$ cat src/rtl/gcd_ctrl_if.sv
// gcd_ctrl_if: request/response handshake bundle for the GCD controller.
//   in_valid  : requester -> ctrl, operand pair on op_a/op_b is valid
//   in_ready  : ctrl -> requester, controller can accept a pair
//   out_valid : ctrl -> consumer, datapath res is valid
//   out_ready : consumer -> ctrl, result taken
interface gcd_ctrl_if;
  logic in_valid;
  logic in_ready;
  logic out_valid;
  logic out_ready;

  // controller side
  modport slave  (input in_valid, out_ready, output in_ready, out_valid);
  // requester / consumer side
  modport master (output in_valid, out_ready, input in_ready, out_valid);
endinterface

$ cat src/rtl/gcd_ctrl.sv
// gcd_ctrl: control FSM for a subtract/swap GCD datapath.
//   clk, rst          : clock (rising edge), async active-high reset
//   bus (slave)       : in_valid/in_ready request, out_valid/out_ready response
//   A_B_lt_result     : datapath flag A < B
//   B_0_ne_result     : datapath flag B != 0
//   mux_A_select      : 00 op_a, 01 A-B, 10 B, 11 zero (unused)
//   mux_B_select      : 0 op_b, 1 A
//   reg_A_wen/B_wen   : datapath register write enables
//   busy              : high in CALC
//   iter_count        : CALC write cycles of current/last computation
//   timeout           : qualifies out_valid, result cut short at MAX_ITER
module gcd_ctrl #(
  parameter int CW       = 10,
  parameter int MAX_ITER = 1023   // must fit in CW bits
) (
  input  logic          clk,
  input  logic          rst,
  gcd_ctrl_if.slave     bus,
  input  logic          A_B_lt_result,
  input  logic          B_0_ne_result,
  output logic [1:0]    mux_A_select,
  output logic          mux_B_select,
  output logic          reg_A_wen,
  output logic          reg_B_wen,
  output logic          busy,
  output logic [CW-1:0] iter_count,
  output logic          timeout
);

  localparam logic [1:0] SEL_A_OP  = 2'b00;
  localparam logic [1:0] SEL_A_SUB = 2'b01;
  localparam logic [1:0] SEL_A_B   = 2'b10;

  typedef enum logic [1:0] {S_IDLE, S_CALC, S_DONE} state_t;

  state_t        r_state, w_next;
  logic [CW-1:0] r_iter,  w_iter_nxt;
  logic          r_timeout, w_to_nxt;
  logic          w_run;   // datapath would still do a swap or subtract

  always_ff @(posedge clk or posedge rst) begin
    if (rst) begin
      r_state   <= S_IDLE;
      r_iter    <= '0;
      r_timeout <= 1'b0;
    end else begin
      r_state   <= w_next;
      r_iter    <= w_iter_nxt;
      r_timeout <= w_to_nxt;
    end
  end

  always_comb begin
    w_next        = r_state;
    w_iter_nxt    = r_iter;
    w_to_nxt      = r_timeout;
    mux_A_select  = SEL_A_OP;
    mux_B_select  = 1'b0;
    reg_A_wen     = 1'b0;
    reg_B_wen     = 1'b0;
    bus.in_ready  = 1'b0;
    bus.out_valid = 1'b0;
    busy          = 1'b0;
    w_run         = A_B_lt_result | B_0_ne_result;

    case (r_state)
      S_IDLE: begin
        bus.in_ready = 1'b1;
        if (bus.in_valid) begin
          // Mealy load of op_a/op_b in the accepting cycle
          reg_A_wen  = 1'b1;
          reg_B_wen  = 1'b1;
          w_iter_nxt = '0;
          w_to_nxt   = 1'b0;
          w_next     = S_CALC;
        end
      end
      S_CALC: begin
        busy = 1'b1;
        // Budget check first so iter_count can never pass MAX_ITER
        if (r_iter == CW'(MAX_ITER) && w_run) begin
          w_to_nxt = 1'b1;
          w_next   = S_DONE;
        end else if (A_B_lt_result) begin
          mux_A_select = SEL_A_B;
          mux_B_select = 1'b1;
          reg_A_wen    = 1'b1;
          reg_B_wen    = 1'b1;
          w_iter_nxt   = r_iter + CW'(1);
        end else if (B_0_ne_result) begin
          mux_A_select = SEL_A_SUB;
          reg_A_wen    = 1'b1;
          w_iter_nxt   = r_iter + CW'(1);
        end else begin
          w_next = S_DONE;
        end
      end
      S_DONE: begin
        bus.out_valid = 1'b1;
        if (bus.out_ready) w_next = S_IDLE;
      end
      default: w_next = S_IDLE;
    endcase

    // The state register is already IDLE under reset, but the IDLE Mealy
    // load would still fire from in_valid; hold everything quiet instead.
    if (rst) begin
      mux_A_select  = SEL_A_OP;
      mux_B_select  = 1'b0;
      reg_A_wen     = 1'b0;
      reg_B_wen     = 1'b0;
      bus.in_ready  = 1'b0;
      bus.out_valid = 1'b0;
      busy          = 1'b0;
    end
  end

  assign iter_count = r_iter;
  assign timeout    = r_timeout;

  // Handshake inputs must be known whenever the FSM looks at them.
  a_in_valid_known: assert property (@(posedge clk) disable iff (rst)
    (r_state == S_IDLE) |-> !$isunknown(bus.in_valid));
  a_out_ready_known: assert property (@(posedge clk) disable iff (rst)
    (r_state == S_DONE) |-> !$isunknown(bus.out_ready));

endmodule

$ cat src/flat_wrapper.sv
// flat-port wrapper written by rule: the top's interface ports become plain ports
module gcd_ctrl_flat 
#(
  parameter int CW       = 10,
  parameter int MAX_ITER = 1023                         
)
  (clk, rst, A_B_lt_result, B_0_ne_result, mux_A_select, mux_B_select, reg_A_wen, reg_B_wen, busy, iter_count, timeout, bus_in_valid, bus_out_ready, bus_in_ready, bus_out_valid);
  gcd_ctrl_if bus_i ();
  input  logic clk;
  input  logic rst;
  input  logic A_B_lt_result;
  input  logic B_0_ne_result;
  output logic [1:0] mux_A_select;
  output logic mux_B_select;
  output logic reg_A_wen;
  output logic reg_B_wen;
  output logic busy;
  output logic [CW-1:0] iter_count;
  output logic timeout;
  input wire logic [$bits(bus_i.in_valid)-1:0] bus_in_valid;
  input wire logic [$bits(bus_i.out_ready)-1:0] bus_out_ready;
  output wire logic [$bits(bus_i.in_ready)-1:0] bus_in_ready;
  output wire logic [$bits(bus_i.out_valid)-1:0] bus_out_valid;
  assign bus_i.in_valid = bus_in_valid;
  assign bus_i.out_ready = bus_out_ready;
  assign bus_in_ready = bus_i.in_ready;
  assign bus_out_valid = bus_i.out_valid;
  gcd_ctrl #(.CW(CW), .MAX_ITER(MAX_ITER)) u_core (.clk(clk), .rst(rst), .bus(bus_i), .A_B_lt_result(A_B_lt_result), .B_0_ne_result(B_0_ne_result), .mux_A_select(mux_A_select), .mux_B_select(mux_B_select), .reg_A_wen(reg_A_wen), .reg_B_wen(reg_B_wen), .busy(busy), .iter_count(iter_count), .timeout(timeout));
endmodule
$ cat config.mk
export PLATFORM = sky130hd
export DESIGN_NAME = gcd_ctrl_flat
export DESIGN_NICKNAME = d
export VERILOG_FILES = /design/src/rtl/gcd_ctrl_if.sv /design/src/rtl/gcd_ctrl.sv /design/src/flat_wrapper.sv
export SDC_FILE = /design/constraint.sdc
export NUM_CORES = 1
export LEC_CHECK = 0
export BUFFER_PORTS_ARGS = -buffer_cell sky130_fd_sc_hd__buf_2
export CAP_MARGIN = 25
export CORE_MARGIN = 2
export CORE_UTILIZATION = 25
export DETAILED_ROUTE_END_ITERATION = 10
export SLEW_MARGIN = 10
export SYNTH_ARGS = -nofsm -noshare
export SYNTH_HDL_FRONTEND = slang
export SYNTH_SLANG_ARGS = --single-unit
$ cat constraint.sdc
create_clock -name clk -period 1.9 [get_ports clk]
set_input_delay 0 -clock clk [delete_from_list [all_inputs] [get_ports clk]]
set_output_delay 0 -clock clk [all_outputs]
set_load 0.005 [all_outputs]
# Yosys cells after proc, flatten, opt, wreduce, memory -nomap -nowiden
# Index checks and enable logic that the tools add are counted.
# Widths: inputs -> output; s select.
[word_totals]
reg_bits = 13
rom_bits = 0
elab_cells = 58
latchBits = 0
out_inout_bits = 19
input_bits = 6
mem_bits_rw = 0
memories = 0
[op_classes]
shift = 0
add_sub_neg = 1
muxes = 37
reduce_logical = 6
n_mul = 0
n_eq_ne = 10
n_bitwise = 1
div_mod_pow = 0
magnitude_cmp = 0
[op_table]
columns = ["op", "n"]
rows = [
  ["$mux 10", 4],
  ["$pmux 10 s2", 1],
  ["$mux 1", 19],
  ["$mux 2", 9],
  ["$add 10x1->10 const B", 1],
  ["$eq 10x10->1 const B", 1],
  ["$reduce_and 4->1", 2],
  ["$ne 2x2->1 const B", 3],
  ["$ne 3x2->1 const B", 2],
  ["$pmux 1 s2", 3],
  ["$pmux 2 s3", 1],
  ["$ne 3x3->1 const B", 1],
  ["$reduce_and 3->1", 1],
  ["$eq 2x1->1 const B", 1],
  ["$eq 2x2->1 const B", 1],
  ["$logic_not 2->1", 1],
  ["$ne 2x1->1 const B", 1],
  ["$reduce_bool 2->1", 1],
  ["$logic_and 1x1->1", 1],
  ["$or 1x1->1", 1],
]

# Logic depth before layout (Yosys ltp)
# Gate-level depths: netlist (run 1).
[logic_depth]
ltp_word = 5
depth_mapped = 6
mapped_depth_nobuf = 6

# Worst setup path before layout (run 1)
# No wires, ideal clock.
[synth_path]
kind = "flip-flop to flip-flop"
from = "reg u_core.r_iter[0] (netlist: u_core.iter_count[0])"
to = "reg u_core.r_iter[3] (netlist: u_core.iter_count[3])"
t_arrival_ns = 1.528
synth_period_minus_slack_ns = 1.652
t_required_ns = 1.776
stages_incl_launch_ff = 7
setup_ns = 0.124
path_buffers = 1
slack_ns = 0.248
cell_sequence = "dfrtp_1 ha_1 and4_4 nand3_4 buf_6 and4_1 a211o_1"
[synth_via]
elab_chain_len = 5
word_cells_on_any_way = 9
classes_between = "1 x add/sub; 2 x eq/ne; 4 x mux; 2 x reduce/logical"
[synth_lines]
columns = ["item", "line_no", "source"]
rows = [
  ["from (decl)", "gcd_ctrl.sv:37", "logic [CW-1:0] r_iter, w_iter_nxt;"],
  ["from (signal assigned)", "gcd_ctrl.sv:48", "r_iter <= w_iter_nxt;"],
  ["$add 10x1->10", "gcd_ctrl.sv:89, gcd_ctrl.sv:93", ""],
  ["$mux 10", "gcd_ctrl.sv:90", "end else if (B_0_ne_result) begin"],
  ["$mux 10", "gcd_ctrl.sv:84", "end else if (A_B_lt_result) begin"],
  ["$mux 10", "gcd_ctrl.sv:81", "if (r_iter == CW'(MAX_ITER) && w_run) begin"],
  ["$pmux 10 s2", "gcd_ctrl.sv:66", "case (r_state)"],
]
# Parallel ways exist; a longest one is shown, timed or not. The select of a mux whose other input is x is not followed.
# A chain may end at the register's enable or synchronous reset.

# Worst setup path after layout (run 1)
[layout_path]
from = "reg u_core.r_iter[0] (netlist: u_core.iter_count[0])"
to = "out reg_A_wen"
[layout_via]
elab_chain_len = 5
[layout_lines]
columns = ["item", "line_no", "source"]
rows = [
  ["$eq 10x10->1", "gcd_ctrl.sv:81", ""],
  ["$logic_and 1x1->1", "gcd_ctrl.sv:81", ""],
  ["$mux 1", "gcd_ctrl.sv:81", ""],
  ["$pmux 1 s2", "gcd_ctrl.sv:66", ""],
  ["$mux 1", "gcd_ctrl.sv:107", "if (rst) begin"],
  ["to (decl)", "flat_wrapper.sv:15", "output logic reg_A_wen;"],
]
# No other way between the ends.

==> results of run 1 <==
what timing repair did:
item | in CTS | in global routing
endpoints found under the setup margin | 0 | 2
hold buffers | 2 | 0
buffers inserted | 0 | 0
endpoints found under the hold margin | 14 | 0
gates resized for setup | 0 | 1
final cells by class:
class,count,area share
clock buffers,4,0.0255
multi-input cells,69,0.432
repair buffers,29,0.158
inverters,4,0.0146
well taps,44,0.0535
flip-flops and latches,13,0.316
sequential cells by signal, summed over array words and instances (netlist names):
register	flops
u_core.iter_count	10
u_core.timeout	1
u_core.r_state	2
report_power, final:
group | switching [mW] | leakage [nW] | total, mW | internal, mW
Combinational | 0.274 | 0.338 | 0.508 | 0.234
Sequential | 0.0975 | 0.175 | 0.440 | 0.342
Clock | 0.0911 | 0.0150 | 0.172 | 0.0814
layout by cell type, fill, tap and decap left out, types with 3 or more instances in the layout:
| master | n |
|---|---|
| sky130_fd_sc_hd__buf_4 | 3 |
| sky130_fd_sc_hd__nor3_1 | 6 |
| sky130_fd_sc_hd__nand2_1 | 7 |
| sky130_fd_sc_hd__and3_2 | 3 |
| sky130_fd_sc_hd__buf_2 | 24 |
| sky130_fd_sc_hd__o21ai_0 | 4 |
| sky130_fd_sc_hd__inv_1 | 3 |
| sky130_fd_sc_hd__dfrtp_1 | 13 |
| sky130_fd_sc_hd__nand3_1 | 7 |
| sky130_fd_sc_hd__nor2_1 | 8 |
| sky130_fd_sc_hd__clkbuf_4 | 3 |
| sky130_fd_sc_hd__a31oi_1 | 5 |
worst max path at each step:
stage                     slack (ns)              endpoint                  from
final                           0.14             reg_A_wen  u_core.iter_count[0]
after global routing           0.002             reg_A_wen  u_core.iter_count[0]
after CTS                       0.06             reg_A_wen  u_core.iter_count[0]
after detailed placement        0.14  u_core.iter_count[5]  u_core.iter_count[0]
after global placement          0.23  u_core.iter_count[4]  u_core.iter_count[0]
after floorplan                 0.25  u_core.iter_count[3]  u_core.iter_count[0]
cells by family after synthesis:
group           Yosys count
simple gates             45
fa+ha+maj                 1
flops                    13
compound gates           21
mux                       2
buf+inv                   6
tightest hold or removal path: cells and delay by family:
kind,cells,cell delay (ns)
and+or+nand+nor,2,0.12
buffers and inverters,1,0.08
AOI/OAI and AO/OA,1,0.06
metal layers:
layer | GRT usage | part of all wire | vias to the layer above
met4 | 0.0404 | 0.011 | 0
li1 | - | - | 394
met2 | 0.205 | 0.48 | 29
met5 | 0 | 0 | -
met3 | 0.0235 | 0.063 | 2
met1 | 0.142 | 0.45 | 362
==> flow_summary.rst, run 1 <==
.. list-table::
   :header-rows: 1

   * - Metric
     - Value
   * - DR pass1 iterations
     - 4
   * - Number of global-route vias before repair
     - 720
   * - Deepest level of the CTS H-tree
     - 1
   * - Number of gates on the worst path with buffers counted
     - 6
   * - Via count
     - 787
   * - Final worst hold slack
     - around 0.029 ns
   * - Chip height
     - 60.4 um
   * - Number of diodes
     - 0
   * - Total die area
     - around 3700 sq um
   * - Number of hold violations in the final report
     - 0
   * - Critical path, cell by cell
     - ha_1 -> and4_4 -> nand3_4 -> a21oi_4 -> nor2_1 -> buf_2
   * - Total core area
     - 3050 sq um
   * - Flip-flop and latch count after synthesis
     - 13
   * - Clock insertion delay at the later pin of the skew report
     - between 0.2 and 0.3 ns
   * - Total power divided by cell area
     - 1090 nW/um^2
   * - Cell taking the most area after synthesis
     - sky130_fd_sc_hd__dfrtp_1
   * - Main area contributors after synthesis
     - sky130_fd_sc_hd__dfrtp_1, sky130_fd_sc_hd__nand3_1, sky130_fd_sc_hd__a31oi_1
   * - R2R cell count
     - 5
   * - Standby leakage power
     - between 0.5 and 0.6 nW
   * - Relative slew margins
     - 0.646
   * - Share of cell area taken by muxes after synthesis
     - 0.0252
   * - Maxcap violations
     - 0
   * - Multi-input gate area
     - 444 sq um
   * - Worst reg2reg path endpoint
     - u_core.iter_count[3]
   * - Total clock buffers created by CTS
     - 3
   * - Post-detailed-route via-to-cell ratio
     - 4.83
   * - Design area
     - 1030 sq um
   * - Clock transition at the register clock pins on the worst setup and hold paths after CTS
     - about 0.09 ns
   * - Measured slew at the worst slew-check pin
     - ~0.53 ns
   * - Achievable Freq
     - 0.569 GHz
   * - Cell type group with the largest total delay on the critical path
     - simple AND/OR/NAND/NOR gates
   * - DRC errors left
     - 0
   * - Max FO, Critical Path
     - 11
   * - Synth top cells by count
     - sky130_fd_sc_hd__dfrtp_1, sky130_fd_sc_hd__nor2_1, sky130_fd_sc_hd__nand2_1, sky130_fd_sc_hd__nand3_1, sky130_fd_sc_hd__nor3_1
   * - Post-place instance area
     - 975 sq um
   * - Worst Setup Path Type
     - reg2out
   * - Count of endpoints failing setup in the final report
     - 0
   * - Critical path required time
     - 1.90 ns
   * - Number of antenna violations at the first check in global routing
     - 0
   * - Number of standard cells in the layout, taps in and fillers out
     - 163
   * - Buffer and inverter count on the worst path
     - 1
   * - Status
     - complete, no violations
   * - Fin crit period
     - ~1.8 ns
   * - Layout cell share with drive strength beyond 1
     - 0.336
   * - Cell area after technology mapping
     - about 800 sq um
   * - Synth Flop Type
     - sky130_fd_sc_hd__dfrtp_1
   * - Type of origin of the critical path
     - flop
   * - PortBufs
     - 24
   * - Detail Route Antenna Nets
     - 0
   * - Parity-gate share of the synthesized area counting xor and xnor cells
     - 0
   * - Most used standard cell by instance count after synthesis
     - sky130_fd_sc_hd__dfrtp_1
   * - RSZ-0062 raised after global routing
     - false
   * - Maximum ir drop on the vdd rail
     - ~290 uV
   * - CP peak stage delay
     - 0.42 ns
   * - Area fraction in compound gates after synthesis
     - 0.182
   * - Final period util
     - 0.926
   * - Mean Syn Cell Area
     - roughly 9 sq um
   * - Placement-stage worst setup slack
     - between 0.1 and 0.15 ns
   * - Aggregate negative setup slack
     - 0 ns
   * - Pwr Total
     - 1.12 mW
   * - Count of flip-flops with a built-in enable after synthesis
     - 0
   * - Dpl hpwl
     - 1.58 mm
   * - Number of DRC markers after the initial detailed-route iteration
     - between 60 and 70
   * - Post-synthesis async set-or-reset flop share
     - 1.00
   * - Final Skew
     - 0.00927 ns
   * - Signed area change from the synthesized netlist to the final layout
     - 29.2%
   * - Post-layout worst setup margin
     - around 0.14 ns
   * - Total detailed-routing wirelength
     - approximately 2 mm
   * - Destination of the worst hold path
     - u_core.timeout
   * - Nets
     - 127
   * - Hold Crit Class
     - in2reg
   * - Pin count of the biggest net entering global routing
     - 14
   * - Share of the synthesized area in the top cell type
     - 0.409
   * - Sequential share of the synthesized area
     - 0.409
   * - Storage element area
     - 325 sq um
   * - Remaining global-route overflow
     - 0
   * - Worst setup slack for register-to-register paths
     - ~0.20 ns
   * - Overall Global Routing Usage
     - 0.116
   * - Number of sinks on the clock net
     - 13
   * - Cell Rows
     - 20
   * - Clk Tree Root Cell
     - sky130_fd_sc_hd__clkbuf_4
   * - Deepest clock path buffer count
     - 2
   * - Final Core Density
     - 0.337
   * - Library cells used by synthesis
     - 34
   * - Cell depth of the worst hold path
     - 4
   * - Filler cells
     - around 340
   * - Origin of the critical flop-to-flop path
     - u_core.iter_count[0]
   * - I/O Pins
     - 25
   * - Syn Inst Count
     - 88
   * - Pins over their slew limit
     - 0
   * - Effective utilization at floorplan
     - 0.261
   * - Hold path startpoint
     - bus_in_valid
   * - Cell type of the slowest stage on the worst timing path
     - sky130_fd_sc_hd__dfrtp_1
   * - Final weighted congestion in routability-driven placement
     - between 0.8 and 0.9
   * - Floorplan die width
     - 60.4 um
   * - Synth Area in Simple Gates
     - 0.325
   * - Synthesis Warnings
     - 0
   * - Endpoint kind of the worst setup timing path
     - output pin
   * - Global-route wire length before repair
     - between 3 and 4 mm
   * - Syn_nets
     - 95
   * - Arithmetic-cell share of the synthesized area counting full adders, half adders and majority gates
     - 0.0157
   * - Placed cell count
     - about 160
   * - CTS tree
     - done
   * - Detail-routed net length per standard cell
     - 12.2 um
   * - Combinational family with the most area after synthesis
     - simple AND/OR/NAND/NOR gates
   * - Critical Path AT
     - 1.76 ns
Note: power is estimated with default switching activity, not from simulation.
==> run 2: changes to the inputs <==
CELL_PAD_IN_SITES_DETAIL_PLACEMENT = 0   (was default)
CELL_PAD_IN_SITES_GLOBAL_PLACEMENT = 1   (was default)
PLACE_DENSITY_LB_ADDON = 0.1   (was default)
==> run 2 against run 1 <==
Sequential share of layout area is 0.077 points lower. Flip-flop and latch count did not move. Clock-buffer cell count unchanged. Highest routed layer unchanged. Maximum frequency fell by 0.38%. Clock skew decreased by 0.0082 ns.
==> flow_summary.rst, run 2 (synthesis gave the netlist of run 1 again) <==
.. list-table::
   :header-rows: 1

   * - Metric
     - Value
   * - Status
     - complete, no violations (unchanged)
   * - Hold path startpoint
     - bus_in_valid (unchanged)
   * - Hold Crit Class
     - in2reg (unchanged)
   * - Type of origin of the critical path
     - flop (unchanged)
   * - Worst setup slack for register-to-register paths
     - 0.20 ns (about the same)
   * - Part of the total power dissipated in the clock network
     - 0.153 (was 0.154)
   * - Number of antenna violations at the first check in global routing
     - 0 (unchanged)
   * - Number of flip-flops in the largest register
     - 10 (unchanged)
   * - Fraction of power consumed by combinational cells
     - 0.459 (was 0.454)
   * - PortBufs
     - 24 (unchanged)
   * - Clock transition at the register clock pins on the worst setup and hold paths after CTS
     - 0.08 ns (was 0.09 ns)
   * - Total power divided by cell area
     - 1090 nW/um^2 (about the same)
   * - Internal power
     - 654 uW (was 657 uW)
   * - Clock insertion delay at the later pin of the skew report
     - 0.27 ns (was 0.28 ns)
   * - Final worst hold slack
     - 0.0336 ns (was 0.0293 ns)
   * - Critical Path AT
     - 1.77 ns (was 1.76 ns)
   * - Number of sinks on the clock net
     - 13 (unchanged)
   * - Worst reg2reg path endpoint
     - u_core.iter_count[3] (unchanged)
   * - Layout cell share with drive strength beyond 1
     - 0.345 (was 0.336)
   * - Pins over their slew limit
     - 0 (unchanged)
   * - Max FO, Critical Path
     - 11 (unchanged)
   * - Remaining global-route overflow
     - 0 (unchanged)
   * - Destination of the worst hold path
     - u_core.timeout (unchanged)
   * - Cell depth of the worst hold path
     - 4 (unchanged)
   * - RSZ-0062 raised after global routing
     - false (unchanged)
   * - CTS tree
     - done (unchanged)
   * - Worst Setup Path Type
     - reg2out (unchanged)
   * - Clk Tree Root Cell
     - sky130_fd_sc_hd__clkbuf_4 (unchanged)
   * - Count of endpoints failing setup in the final report
     - 0 (unchanged)
   * - Standby leakage power
     - 0.527 nW (was 0.528 nW)
   * - Number of global-route vias before repair
     - 732 (was 720)
   * - Maximum ir drop on the vdd rail
     - 328 uV (was 294 uV)
   * - Nets
     - 127 (unchanged)
   * - Net switching fraction of the power
     - 0.419 (was 0.413)
   * - Fin crit period
     - 1.77 ns (was 1.76 ns)
   * - DR pass1 iterations
     - 4 (unchanged)
   * - Final weighted congestion in routability-driven placement
     - 0.752 (was 0.868)
   * - Dpl hpwl
     - 1.64 mm (was 1.58 mm)
   * - Worst setup path startpoint
     - u_core.iter_count[0] (unchanged)
   * - I/O Pins
     - 25 (unchanged)
   * - Via count
     - 777 (was 787)
   * - Register share of total power
     - 0.388 (was 0.392)
   * - Total detailed-routing wirelength
     - 2.14 mm (was 2.00 mm)
   * - Origin of the critical flop-to-flop path
     - u_core.iter_count[0] (unchanged)
   * - Measured slew at the worst slew-check pin
     - 0.599 ns (was 0.530 ns)
   * - Chip height
     - 60.4 um (unchanged)
   * - Total die area
     - 3650 sq um (unchanged)
   * - Signed area change from the synthesized netlist to the final layout
     - 29.6% (was 29.2%)
   * - Final Core Density
     - 0.338 (was 0.337)
   * - Final Skew
     - 0.00105 ns (was 0.00927 ns)
   * - Number of DRC markers after the initial detailed-route iteration
     - 33 (was 66)
   * - Maxcap violations
     - 0 (unchanged)
   * - Detail-routed net length per standard cell
     - 13.2 um (was 12.2 um)
   * - Number of hold violations in the final report
     - 0 (unchanged)
   * - R2R cell count
     - 5 (unchanged)
   * - Pin count of the biggest net entering global routing
     - 14 (unchanged)
   * - Deepest level of the CTS H-tree
     - 1 (unchanged)
   * - Total core area
     - 3050 sq um (unchanged)
   * - Critical path required time
     - 1.90 ns (about the same)
   * - Number of diodes
     - 0 (unchanged)
   * - Endpoint kind of the worst setup timing path
     - output pin (unchanged)
   * - Most frequent standard cell in the layout excluding fill and tap cells
     - sky130_fd_sc_hd__buf_2 (unchanged)
   * - Global-route wire length before repair
     - 3.39 mm (was 3.18 mm)
   * - Floorplan die width
     - 60.4 um (unchanged)
   * - Achievable Freq
     - 0.566 GHz (was 0.569 GHz)
   * - Post-detailed-route via-to-cell ratio
     - 4.77 (was 4.83)
   * - Relative slew margins
     - 0.597 (was 0.646)
   * - Final period util
     - 0.929 (was 0.926)
   * - Aggregate negative setup slack
     - 0 ns (unchanged)
   * - Overall Global Routing Usage
     - 0.131 (was 0.116)
   * - DRC errors left
     - 0 (unchanged)
   * - Cell Rows
     - 20 (unchanged)
   * - Most used cells in the layout excluding fill and tap cells
     - sky130_fd_sc_hd__buf_2, sky130_fd_sc_hd__dfrtp_1, sky130_fd_sc_hd__nor2_1 (unchanged)
   * - Effective utilization at floorplan
     - 0.261 (unchanged)
   * - Switching component of the power
     - 471 uW (was 463 uW)
   * - Detail Route Antenna Nets
     - 0 (unchanged)
   * - Post-CTS Setup Repair Bufs
     - 0 (unchanged)
   * - Total clock buffers created by CTS
     - 3 (unchanged)
   * - Deepest clock path buffer count
     - 2 (unchanged)
==> run 2: cell type report <==
type / instances / area, sq um
inverter: 4 / 15.0
fill: 332 / 2020
timing repair buffer: 29 / 163
multi-input combinational: 69 / 447
tap: 44 / 55.1
sequential: 13 / 325
clock buffer: 4 / 26.3
==> run 2: metal layers <==
layer	wire (um)	vias up	track usage
li1	-	393	-
met1	1020	367	0.161
met2	1010	15	0.219
met3	81	2	0.0256
met4	25	0	0.0652
met5	0	-	0
==> run 2: worst max path at each step <==
stage | slack [ns] | cells past startpoint | end
after floorplan | 0.25 | 6 | u_core.iter_count[3]
after global placement | 0.18 | 6 | u_core.iter_count[8]
after detailed placement | 0.12 | 6 | u_core.iter_count[1]
after CTS | 0.02 | 6 | reg_A_wen
after global routing | 0.005 | 6 | reg_A_wen
final | 0.13 | 6 | reg_A_wen
==> run 2: worst max-delay path, cell delays in order, from the launching register on <==
cell and delay [ns]:
sky130_fd_sc_hd__dfrtp_1 0.42, sky130_fd_sc_hd__ha_2 0.23, sky130_fd_sc_hd__and4_4 0.27, sky130_fd_sc_hd__nand3_4 0.15
sky130_fd_sc_hd__a21oi_4 0.24, sky130_fd_sc_hd__nor2_1 0.06, sky130_fd_sc_hd__buf_2 0.12
==> run 2: per-stage QoR <==
step	setup WS [ns]	instances	total power [mW]	area, sq um
after floorplan	0.248	88	0.720	796
after detailed placement	0.121	157	0.947	975
after global routing	0.00487	163	1.24	1030
final	0.135	163	1.12	1030
after global placement	0.183	157	0.955	975
after CTS	0.0232	163	1.13	1020
==> run 2: power by group through the flow <==
stage | clock network, mW | registers, mW | logic (mW)
2_1_floorplan | 0 | 0.432 | 0.288
3_3_place_gp | 0 | 0.439 | 0.516
3_5_place_dp | 0 | 0.441 | 0.506
4_1_cts | 0.185 | 0.436 | 0.513
5_1_grt | 0.201 | 0.453 | 0.582
6_report | 0.172 | 0.436 | 0.516
==> run 2: what timing repair did <==
item / CTS / global route
hold endpoints to repair: 14 / 0
endpoints found under the setup margin: 0 / 7
hold buffers: 2 / 0
gates resized for setup: 0 / 2
==> run 3: changes to the inputs <==
ABC_AREA = 1   (was default)
CTS_BUF_LIST = sky130_fd_sc_hd__clkbuf_4   (was default)
==> run 3 against run 2 <==
Critical path depth rose by 3. Synthesized cell count rose by 15%. Worst hold slack improved by 0.028 ns. Final cell count rose by 8.0%. Critical path type unchanged. Clock power rose by 14%. Utilization rose by 0.17 points.
==> flow_summary.rst, run 3 <==
.. list-table::
   :header-rows: 1

   * - Metric
     - Value
   * - DRC errors left
     - 0 (unchanged)
   * - Cell type of the slowest stage on the worst timing path
     - sky130_fd_sc_hd__dfrtp_1 (unchanged)
   * - Cell taking the most area after synthesis
     - sky130_fd_sc_hd__dfrtp_1 (unchanged)
   * - Measured slew at the worst slew-check pin
     - 0.522 ns (was 0.599 ns)
   * - Total die area
     - 3750 sq um (was 3650 sq um)
   * - Worst Setup Path Type
     - reg2out (unchanged)
   * - Total clock buffers created by CTS
     - 3 (unchanged)
   * - Final Skew
     - 0.00925 ns (was 0.00105 ns)
   * - Share of the synthesized area in the top cell type
     - 0.398 (was 0.409)
   * - Synthesis Warnings
     - 0 (unchanged)
   * - Critical Path AT
     - 1.74 ns (was 1.77 ns)
   * - Mean Syn Cell Area
     - 8.10 sq um (was 9.04 sq um)
   * - Floorplan die width
     - 61.2 um (was 60.4 um)
   * - Register share of total power
     - 0.372 (was 0.388)
   * - Detail-routed net length per standard cell
     - 11.4 um (was 13.2 um)
   * - Count of flip-flops with a built-in enable after synthesis
     - 0 (unchanged)
   * - Count of endpoints failing setup in the final report
     - 0 (unchanged)
   * - Post-detailed-route via-to-cell ratio
     - 4.19 (was 4.77)
   * - Final worst hold slack
     - 0.0615 ns (was 0.0336 ns)
   * - Cell area after technology mapping
     - 818 sq um (was 796 sq um)
   * - Deepest level of the CTS H-tree
     - 1 (unchanged)
   * - Nets
     - 140 (was 127)
   * - Clock insertion delay at the later pin of the skew report
     - 0.29 ns (was 0.27 ns)
   * - Synth top cells by count
     - sky130_fd_sc_hd__nand2_1, sky130_fd_sc_hd__dfrtp_1, sky130_fd_sc_hd__inv_1 (was sky130_fd_sc_hd__dfrtp_1, sky130_fd_sc_hd__nor2_1, sky130_fd_sc_hd__nand2_1, sky130_fd_sc_hd__nand3_1, sky130_fd_sc_hd__nor3_1)
   * - Effective utilization at floorplan
     - 0.266 (was 0.261)
   * - Total core area
     - 3080 sq um (was 3050 sq um)
   * - Final period util
     - 0.916 (was 0.929)
   * - Clk Tree Root Cell
     - sky130_fd_sc_hd__clkbuf_4 (unchanged)
   * - Number of hold violations in the final report
     - 0 (unchanged)
   * - Area fraction in compound gates after synthesis
     - 0.106 (was 0.182)
   * - Library cells used by synthesis
     - 24 (was 34)
   * - Flip-flop and latch count after synthesis
     - 13 (unchanged)
   * - Status
     - complete, no violations (unchanged)
   * - Detail Route Antenna Nets
     - 0 (unchanged)
   * - Final Core Density
     - 0.339 (was 0.338)
   * - Relative slew margins
     - 0.652 (was 0.597)
   * - Deepest clock path buffer count
     - 2 (unchanged)
   * - Arithmetic-cell share of the synthesized area counting full adders, half adders and majority gates
     - 0.0153 (was 0.0157)
   * - Internal power
     - 564 uW (was 654 uW)
   * - Number of global-route vias before repair
     - 670 (was 732)
   * - Number of DRC markers after the initial detailed-route iteration
     - 13 (was 33)
   * - Share of cell area taken by muxes after synthesis
     - 0 (was 0.0252)
   * - Number of sinks on the clock net
     - 13 (unchanged)
   * - Via count
     - 738 (was 777)
   * - Critical path, cell by cell
     - ha_2 -> nand2_2 -> nor2_4 -> nand3_4 -> nand2_4 -> nand2_4 -> inv_6 -> nor2_1 -> buf_2 (was ha_2 -> and4_4 -> nand3_4 -> a21oi_4 -> nor2_1 -> buf_2)
   * - Dpl hpwl
     - 1.57 mm (was 1.64 mm)
   * - Total power divided by cell area
     - 935 nW/um^2 (was 1090 nW/um^2)
   * - Synth Flop Type
     - sky130_fd_sc_hd__dfrtp_1 (unchanged)
   * - Number of antenna violations at the first check in global routing
     - 0 (unchanged)
   * - Total detailed-routing wirelength
     - 2.01 mm (was 2.14 mm)
   * - Synth Area in Simple Gates
     - 0.349 (was 0.325)
   * - Chip height
     - 61.2 um (was 60.4 um)
   * - I/O Pins
     - 25 (unchanged)
   * - Parity-gate share of the synthesized area counting xor and xnor cells
     - 0.0321 (was 0)
   * - Overall Global Routing Usage
     - 0.128 (was 0.131)
   * - CP peak stage delay
     - 0.40 ns (was 0.42 ns)
   * - Hold Crit Class
     - in2reg (unchanged)
   * - Post-synthesis async set-or-reset flop share
     - 1.00 (unchanged)
   * - Layout cell share with drive strength beyond 1
     - 0.356 (was 0.345)
   * - Syn Inst Count
     - 101 (was 88)
   * - Global-route wire length before repair
     - 3.39 mm (unchanged)
   * - Endpoint kind of the worst setup timing path
     - output pin (unchanged)
   * - Maximum ir drop on the vdd rail
     - 240 uV (was 328 uV)
   * - Main area contributors after synthesis
     - sky130_fd_sc_hd__dfrtp_1, sky130_fd_sc_hd__nand2_1, sky130_fd_sc_hd__inv_1 (was sky130_fd_sc_hd__dfrtp_1, sky130_fd_sc_hd__nand3_1, sky130_fd_sc_hd__a31oi_1)
   * - PortBufs
     - 24 (unchanged)
   * - Sequential share of the synthesized area
     - 0.398 (was 0.409)
   * - Remaining global-route overflow
     - 0 (unchanged)
   * - Cell Rows
     - 20 (unchanged)
   * - Standby leakage power
     - 0.538 nW (was 0.527 nW)
   * - DR pass1 iterations
     - 4 (unchanged)
   * - Critical path required time
     - 1.90 ns (about the same)
   * - Type of origin of the critical path
     - flop (unchanged)
   * - Net switching fraction of the power
     - 0.423 (was 0.419)
   * - Fin crit period
     - 1.74 ns (was 1.77 ns)
   * - Most used cells in the layout excluding fill and tap cells
     - sky130_fd_sc_hd__nand2_1, sky130_fd_sc_hd__buf_2, sky130_fd_sc_hd__inv_1 (was sky130_fd_sc_hd__buf_2, sky130_fd_sc_hd__dfrtp_1, sky130_fd_sc_hd__nor2_1)
   * - Most frequent cell on the critical path
     - sky130_fd_sc_hd__nand2_4
   * - Achievable Freq
     - 0.574 GHz (was 0.566 GHz)
   * - Switching component of the power
     - 413 uW (was 471 uW)
   * - Max FO, Critical Path
     - 13 (was 11)
   * - Number of flip-flops in the largest register
     - 10 (unchanged)
   * - Maxcap violations
     - 0 (unchanged)
   * - Most frequent standard cell in the layout excluding fill and tap cells
     - sky130_fd_sc_hd__nand2_1 (was sky130_fd_sc_hd__buf_2)
   * - Final weighted congestion in routability-driven placement
     - 0.735 (was 0.752)
   * - Fraction of power consumed by combinational cells
     - 0.427 (was 0.459)
   * - CTS tree
     - done (unchanged)
   * - Part of the total power dissipated in the clock network
     - 0.201 (was 0.153)
   * - Signed area change from the synthesized netlist to the final layout
     - 27.7% (was 29.6%)
   * - Syn_nets
     - 108 (was 95)
   * - Number of diodes
     - 0 (unchanged)
   * - Most used standard cell by instance count after synthesis
     - sky130_fd_sc_hd__nand2_1 (was sky130_fd_sc_hd__dfrtp_1)
   * - Pin count of the biggest net entering global routing
     - 14 (unchanged)
   * - Combinational family with the most area after synthesis
     - simple AND/OR/NAND/NOR gates (unchanged)
   * - Pins over their slew limit
     - 0 (unchanged)
   * - Clock transition at the register clock pins on the worst setup and hold paths after CTS
     - 0.09 ns (was 0.08 ns)
## run 3: cell types whose count changed in the layout (fill, tap and decap cells not counted), sizes merged, moves of 3 or more
| cell | change |
|---|---|
| inv | +10 |
| nand2 | +25 |
| nor3 | -4 |
| a31oi | -5 |
| and2 | -3 |
| o21ai | +3 |
| nand4 | +3 |
| and4 | -3 |
| a21oi | -3 |
| and3 | -5 |
## run 3: cell families (layout without fill, tap and decap cells)
family,Yosys count,after routing
DFF,13,13
buffers and inverters,16,47
and+or+nand+nor,56,56
AOI/OAI and AO/OA,12,12
xor gates and xnor gates,3,3
adders and majority gates,1,1
## run 3: metal layers
metal | part of all wire | wire length, um | global-route usage
met3 | 0.066 | 133 | 0.0336
met1 | 0.48 | 966 | 0.178
met2 | 0.43 | 868 | 0.184
met5 | 0 | 0 | 0
met4 | 0.023 | 46 | 0.0652
## run 3: worst paths after layout
check,from,to,slack [ns],cells past startpoint
worst max-delay path,u_core.iter_count[1],reg_A_wen,0.16,9
worst min-delay path,B_0_ne_result,u_core.timeout,0.06,3
worst max register to register,u_core.iter_count[1],u_core.iter_count[0],0.41,9
worst min register to register,u_core.timeout,u_core.timeout,0.48,2
max in group asynchronous,rst,u_core.iter_count[0],1.18,3
min in group asynchronous,rst,u_core.iter_count[4],0.33,3
## run 3: what timing repair did
item                                    in CTS  in global routing
hold endpoints to repair                    14                  0
endpoints found under the setup margin       0                  1
hold buffers                                 2                  0
gates resized for setup                      0                  3
buffers inserted                             0                  3
## run 3: through the flow
step / std cells / instance area (sq um) / setup WS (ns) / total power [mW] / TNS, ns
5_1_grt: 176 / 1040 / -0.00204 / 1.07 / -0.00204
3_3_place_gp: 167 / 966 / 0.319 / 0.748 / 0
3_5_place_dp: 167 / 966 / 0.261 / 0.748 / 0
6_report: 176 / 1040 / 0.159 / 0.977 / 0
4_1_cts: 173 / 1020 / 0.00710 / 0.949 / 0
2_1_floorplan: 101 / 818 / 0.412 / 0.662 / 0
## run 3: power groups by stage
| stage | Clock, mW | Combinational, mW | Sequential, mW |
|---|---|---|---|
| 6_report | 0.196 | 0.417 | 0.364 |
| 5_1_grt | 0.222 | 0.475 | 0.369 |
| 4_1_cts | 0.202 | 0.376 | 0.371 |
| 3_5_place_dp | 0 | 0.372 | 0.376 |
| 3_3_place_gp | 0 | 0.374 | 0.375 |
| 2_1_floorplan | 0 | 0.291 | 0.371 |
## run 3: area by class of cell
| cell class | count | area, sq um |
|---|---|---|
| Fill cell | 352 | 2030 |
| Clock buffer | 4 | 30.0 |
| Timing Repair Buffer | 29 | 163 |
| Sequential cell | 13 | 327 |
| Inverter | 14 | 57.6 |
| Multi-Input combinational cell | 72 | 413 |
| Tap cell | 44 | 55.1 |
## run 3: critical path, delay by kind of cell (launching register included)
kind	cells	cell delay, ns
adders and majority gates	1	0.20
buffers and inverters	2	0.26
DFF	1	0.40
and+or+nand+nor	6	0.59
